## src/rtl/rf_pkg.sv

```systemverilog
// rf_pkg: shared register-file widths and writeback request types
package rf_pkg;
  localparam int XLEN = 32;
  localparam int AW = 5;
  localparam int NREG = 2 ** AW;
  typedef logic [AW-1:0] reg_addr_t;
  typedef logic [XLEN-1:0] word_t;
  typedef struct packed {
    reg_addr_t addr;
    word_t data;
  } wb_req_t;
endpackage

```

## src/rtl/rr_arbiter.sv

```systemverilog
// rr_arbiter: round-robin one-hot grant, pointer advances only on a grant
module rr_arbiter #(
  parameter int N = 3
) (
  input  logic         clk,
  input  logic         rst_n,
  input  logic [N-1:0] req,
  output logic [N-1:0] gnt
);
  localparam int PW = (N > 1) ? $clog2(N) : 1;
  logic [PW-1:0] last, nxt;
  logic found;
  int idx;
  always_comb begin
    gnt = '0;
    nxt = last;
    found = 1'b0;
    idx = 0;
    for (int k = 1; k <= N; k++) begin
      idx = (int'(last) + k) % N;
      if (!found && req[idx]) begin
        gnt[idx] = 1'b1;
        nxt = PW'(idx);
        found = 1'b1;
      end
    end
  end
  always_ff @(posedge clk or negedge rst_n)
    if (!rst_n) last <= PW'(N - 1);
    else if (|req) last <= nxt;
endmodule

```

## src/rtl/rf_wb_arbiter.sv

```systemverilog
// rf_wb_arbiter: shares the reg_file write port among writeback units and keeps a busy scoreboard.
// Optional write-stage forwarding ports under RF_WB_BYPASS_EN.
module rf_wb_arbiter
  import rf_pkg::*;
#(
  parameter int N_REQ = 3,
  parameter int XLEN = rf_pkg::XLEN,
  parameter int AW = rf_pkg::AW
) (
  input  logic                  clk,
  input  logic                  rst_n,
  input  logic [N_REQ-1:0]      req_valid,
  output logic [N_REQ-1:0]      req_ready,
  input  logic [N_REQ*AW-1:0]   req_addr,
  input  logic [N_REQ*XLEN-1:0] req_data,
  input  logic                  claim_valid,
  input  logic [AW-1:0]         claim_addr,
  output logic [2**AW-1:0]      busy,
`ifdef RF_WB_BYPASS_EN
  input  logic [AW-1:0]         byp_ra1,
  input  logic [AW-1:0]         byp_ra2,
  input  logic [XLEN-1:0]       byp_rf_rd1,
  input  logic [XLEN-1:0]       byp_rf_rd2,
  output logic [XLEN-1:0]       byp_rd1,
  output logic [XLEN-1:0]       byp_rd2,
`endif
  output logic                  we3,
  output logic [AW-1:0]         wa3,
  output logic [XLEN-1:0]       wd3
);
  logic [N_REQ-1:0] gnt;
  logic [AW-1:0] sel_addr;
  logic [XLEN-1:0] sel_data;
  logic [2**AW-1:0] busy_n;
  rr_arbiter #(.N(N_REQ)) u_arb (
    .clk  (clk),
    .rst_n(rst_n),
    .req  (req_valid),
    .gnt  (gnt)
  );
  assign req_ready = gnt;
  always_comb begin
    sel_addr = '0;
    sel_data = '0;
    for (int i = 0; i < N_REQ; i++)
      if (gnt[i]) begin
        sel_addr = req_addr[i*AW +: AW];
        sel_data = req_data[i*XLEN +: XLEN];
      end
  end
  always_ff @(posedge clk or negedge rst_n)
    if (!rst_n) begin
      we3 <= 1'b0;
      wa3 <= '0;
      wd3 <= '0;
    end else begin
      we3 <= |gnt && sel_addr != '0;
      if (|gnt) begin
        wa3 <= sel_addr;
        wd3 <= sel_data;
      end
    end
  // claim is applied after clear so a same-cycle reclaim keeps the register busy
  always_comb begin
    busy_n = busy;
    if (we3) busy_n[wa3] = 1'b0;
    if (claim_valid) busy_n[claim_addr] = 1'b1;
    busy_n[0] = 1'b0;
  end
  always_ff @(posedge clk or negedge rst_n)
    if (!rst_n) busy <= '0;
    else busy <= busy_n;
`ifdef RF_WB_BYPASS_EN
  assign byp_rd1 = (we3 && wa3 == byp_ra1 && wa3 != '0) ? wd3 : byp_rf_rd1;
  assign byp_rd2 = (we3 && wa3 == byp_ra2 && wa3 != '0) ? wd3 : byp_rf_rd2;
`endif
endmodule

```

## config.mk

```make
export PLATFORM = sky130hd
export DESIGN_NAME = rf_wb_arbiter
export DESIGN_NICKNAME = d
export VERILOG_FILES = /design/src/rtl/rf_pkg.sv /design/src/rtl/rr_arbiter.sv /design/src/rtl/rf_wb_arbiter.sv
export SDC_FILE = /design/constraint.sdc
export NUM_CORES = 1
export LEC_CHECK = 0
export BUFFER_PORTS_ARGS = -buffer_cell sky130_fd_sc_hd__clkbuf_2
export CORE_ASPECT_RATIO = 0.6
export CORE_UTILIZATION = 46
export CTS_CLUSTER_DIAMETER = 40
export DETAILED_ROUTE_END_ITERATION = 8
export HOLD_SLACK_MARGIN = 0.05
export PLACE_DENSITY = 0.82
export RECOVER_POWER = 25
export SYNTH_ARGS = -nofsm -noshare
export SYNTH_HDL_FRONTEND = slang
export SYNTH_HIERARCHICAL = 1
export SYNTH_SLANG_ARGS = --single-unit
```

## constraint.sdc

```tcl
create_clock -name clk -period 2.7 [get_ports clk]
set_input_delay 0.405 -clock clk [delete_from_list [all_inputs] [get_ports clk]]
set_output_delay 0.405 -clock clk [all_outputs]
set_load 0.1 [all_outputs]
```

==> impl_metrics.env <==
export IMPL_status="finished, violations left"
export IMPL_violations="capacitance limit, slew limit, setup timing"
export IMPL_n_fill_cell=640
export IMPL_area_growth_syn_to_layout_pct=36.5
export IMPL_timing_final_crit_period_ps=2720
export IMPL_grt_overflow=0
export IMPL_critical_path_class="reg -> out"
export IMPL_synth_edf_count=0
export IMPL_grt_max_degree=50
export IMPL_yosysWarnings=6
export IMPL_design_core_area_sq_um=7910
export IMPL_clock_latency_ps=320
export IMPL_antenna_found_initial=0
export IMPL_critPathLaunchType="register"
export IMPL_syn_inst=367
export IMPL_routed_wl_met2_mm=5.56
export IMPL_multi_input_area_sq_um=1850
export IMPL_setup_viol=1
export IMPL_pin_count=195
export IMPL_syn_area_sq_um=3780
export IMPL_h_tree_depth=3
export IMPL_die_w_microns=119
export IMPL_cts_root_buffer="clkbuf_16"
export IMPL_rows=25
export IMPL_ys_types=44
export IMPL_tightest_slew_ps=1690
export IMPL_dr_wl_met3_microns=771
export IMPL_setup_ws_ps=-19.2
export IMPL_dieArea_sq_um=8590
export IMPL_dp_cells=647
export IMPL_dr_pass1_iters=5
export IMPL_cp_required_ps=2300
export IMPL_syn_area_per_cell_sq_um=10.3
export IMPL_timing_rr_start="u_arb/last[1]$_DFFE_PN1P_"
export IMPL_drive_above_1_share=0.485
export IMPL_cts_tree="done"
export IMPL_hold_path_startpoint="req_addr[11]"
export IMPL_gp_congestion=0.869
export IMPL_ant_nets=0
export IMPL_hp_class="in -> reg"
export IMPL_grt_pass1_vias=3506
export IMPL_yosys_most_used_dff="dfrtp_1"
export IMPL_final_cell_mix="clkbuf_2, dfrtp_1, o21ai_0, a21oi_1, o22ai_1"
export IMPL_async_flop_share=1.00
export IMPL_dp_hpwl_mm=8.58
export IMPL_synth_top_area_frac=0.464
export IMPL_nNetsFinal=677
export IMPL_drtIter0Drc=339
export IMPL_diodes=0
export IMPL_via_count=3879
export IMPL_end_kind="output pin"
export IMPL_io_buffers=193
export IMPL_drv_cap=1
export IMPL_crit_slowest_cell="dfstp_2"
export IMPL_viasPerCell=5.85
export IMPL_hold_viol=0
export IMPL_path_cells="inv_2 -> ha_4 -> a22o_1 -> a21oi_1 -> o22a_1 -> a21o_2 -> buf_6 -> buf_12"
export IMPL_finalNonFillerCells=663
export IMPL_cp_arrival_ps=2310
export IMPL_fin_crit_sh=1.01
export IMPL_slew_headroom=-0.128
export IMPL_fmax_mhz=368
export IMPL_clkTransAtPathRegs_ps=60
export IMPL_drc=0
export IMPL_cts_inserted_buffers=9
export IMPL_ff_latch_area_sq_um=1780
export IMPL_crit_path_start="u_arb/last[1]$_DFFE_PN1P_"
export IMPL_finalClockSkew_ps=4.02
export IMPL_top_layer="met4"
export IMPL_synth_fp_nets=493
export IMPL_wl_per_cell_microns=17.1
export IMPL_rsz0062_at_grt="true"
export IMPL_crit_fanout=12
export IMPL_wirelength_met1_mm=4.89
export IMPL_seq_area_frac_synth=0.471
export IMPL_wl_mm=11.4
export IMPL_dieHeight_microns=72.2
export IMPL_slew_viol_final=31
export IMPL_clockBufferDepth=2
export IMPL_start_util=0.477
export IMPL_max_stage_delay_ps=580
export IMPL_ys_top_cells_by_area="dfrtp_1, o22ai_2, o21ai_0, o22ai_1, a21oi_1"
export IMPL_grt_total_usage=0.261
export IMPL_ys_ff_latch=71
export IMPL_grt_pass1_wl_mm=17.6
export IMPL_synth_top_cell_by_area="dfrtp_1"
export IMPL_layout_commonest_cell="clkbuf_2"
export IMPL_cts_sinks=71
-- stage by stage --
step	setup slack [ps]	TNS [ps]	utilization	hold WS, ps	area [sq um]
final	-19.2	-19.2	0.652	328	5160
after global routing	-80.0	-80.0	0.652	351	5160
after CTS	1.86	0	0.652	149	5160
after detailed placement	154	0	0.618	498	4890
after global placement	213	0	0.618	484	4890
after floorplan	-299	-9470	-	109	3880
-- worst max-delay path, delay by kind of cell, from the launching register on --
| kind | cells | cell delay [ps] |
|---|---|---|
| AO/OA/AOI/OAI | 4 | 810 |
| adder cells (fa/ha/maj) | 1 | 210 |
| buffers and inverters | 3 | 420 |
| flip-flops | 1 | 580 |
-- cells by family after synthesis --
logic type                 Yosys count  synth area share
AOI/OAI and AO/OA                  198             0.354
DFF                                 71             0.471
and+or+nand+nor                     51            0.0825
buffers and inverters               36            0.0613
muxes                                6            0.0172
adders and majority gates            4            0.0133
other                                1          0.000993
-- final timing paths --
kind	slack, ps	depth (start not counted)	to
setup / recovery	-20	8	req_ready[1]
hold / removal	330	3	we3$_DFF_PN0_
setup reg to reg	130	11	wd3[2]$_DFFE_PN0P_
hold reg to reg	510	2	busy[9]$_DFF_PN0_
max in group asynchronous	460	2	wd3[11]$_DFFE_PN0P_
min in group asynchronous	510	1	wd3[16]$_DFFE_PN0P_
-- area by class of cell --
class | instances | area share
Clock buffer | 9 | 0.0437
Inverter | 7 | 0.00510
Sequential cell | 71 | 0.345
Clock inverter | 6 | 0.00728
Timing Repair Buffer | 202 | 0.214
Tap cell | 108 | 0.0262
Multi-Input combinational cell | 260 | 0.359
-- synth_stat cells, types with 2 or more instances --
library cell,instances
inv_1,7
dfrtp_1,70
a2bb2oi_1,5
o22ai_2,30
o21ai_0,67
or3_1,3
buf_1,3
buf_2,8
nor2_1,5
a21oi_1,41
nand2_1,11
nand3_1,4
nand3b_1,15
ha_1,4
buf_6,9
buf_4,2
mux2i_1,5
o21ai_1,2
clkbuf_1,5
nor3b_1,2
or3b_2,4
o22ai_1,36
a21o_1,5
nand2b_1,3
o22a_1,2
-- timing repair --
action	in CTS	in global routing
buffers inserted	0	1
resized for setup	1	1
endpoints found under the setup margin	1	5
hold buffers	0	0
pin swaps	0	1
-- routing by layer --
| metal | GRT usage | up-vias |
|---|---|---|
| met1 | 0.356 | 1915 |
| met3 | 0.0566 | 14 |
| met2 | 0.423 | 179 |
| met5 | 0 | - |
| li1 | - | 1771 |
| met4 | 0.0830 | 0 |
-- state kept, by name, summed over array words and instances (netlist names) --
signal / cells
u_arb/last: 2
wa3: 5
we3: 1
wd3: 32
busy: 31
Power is not shown: default switching activity piles up to over one toggle a cycle in this logic, so the estimate is an artifact.
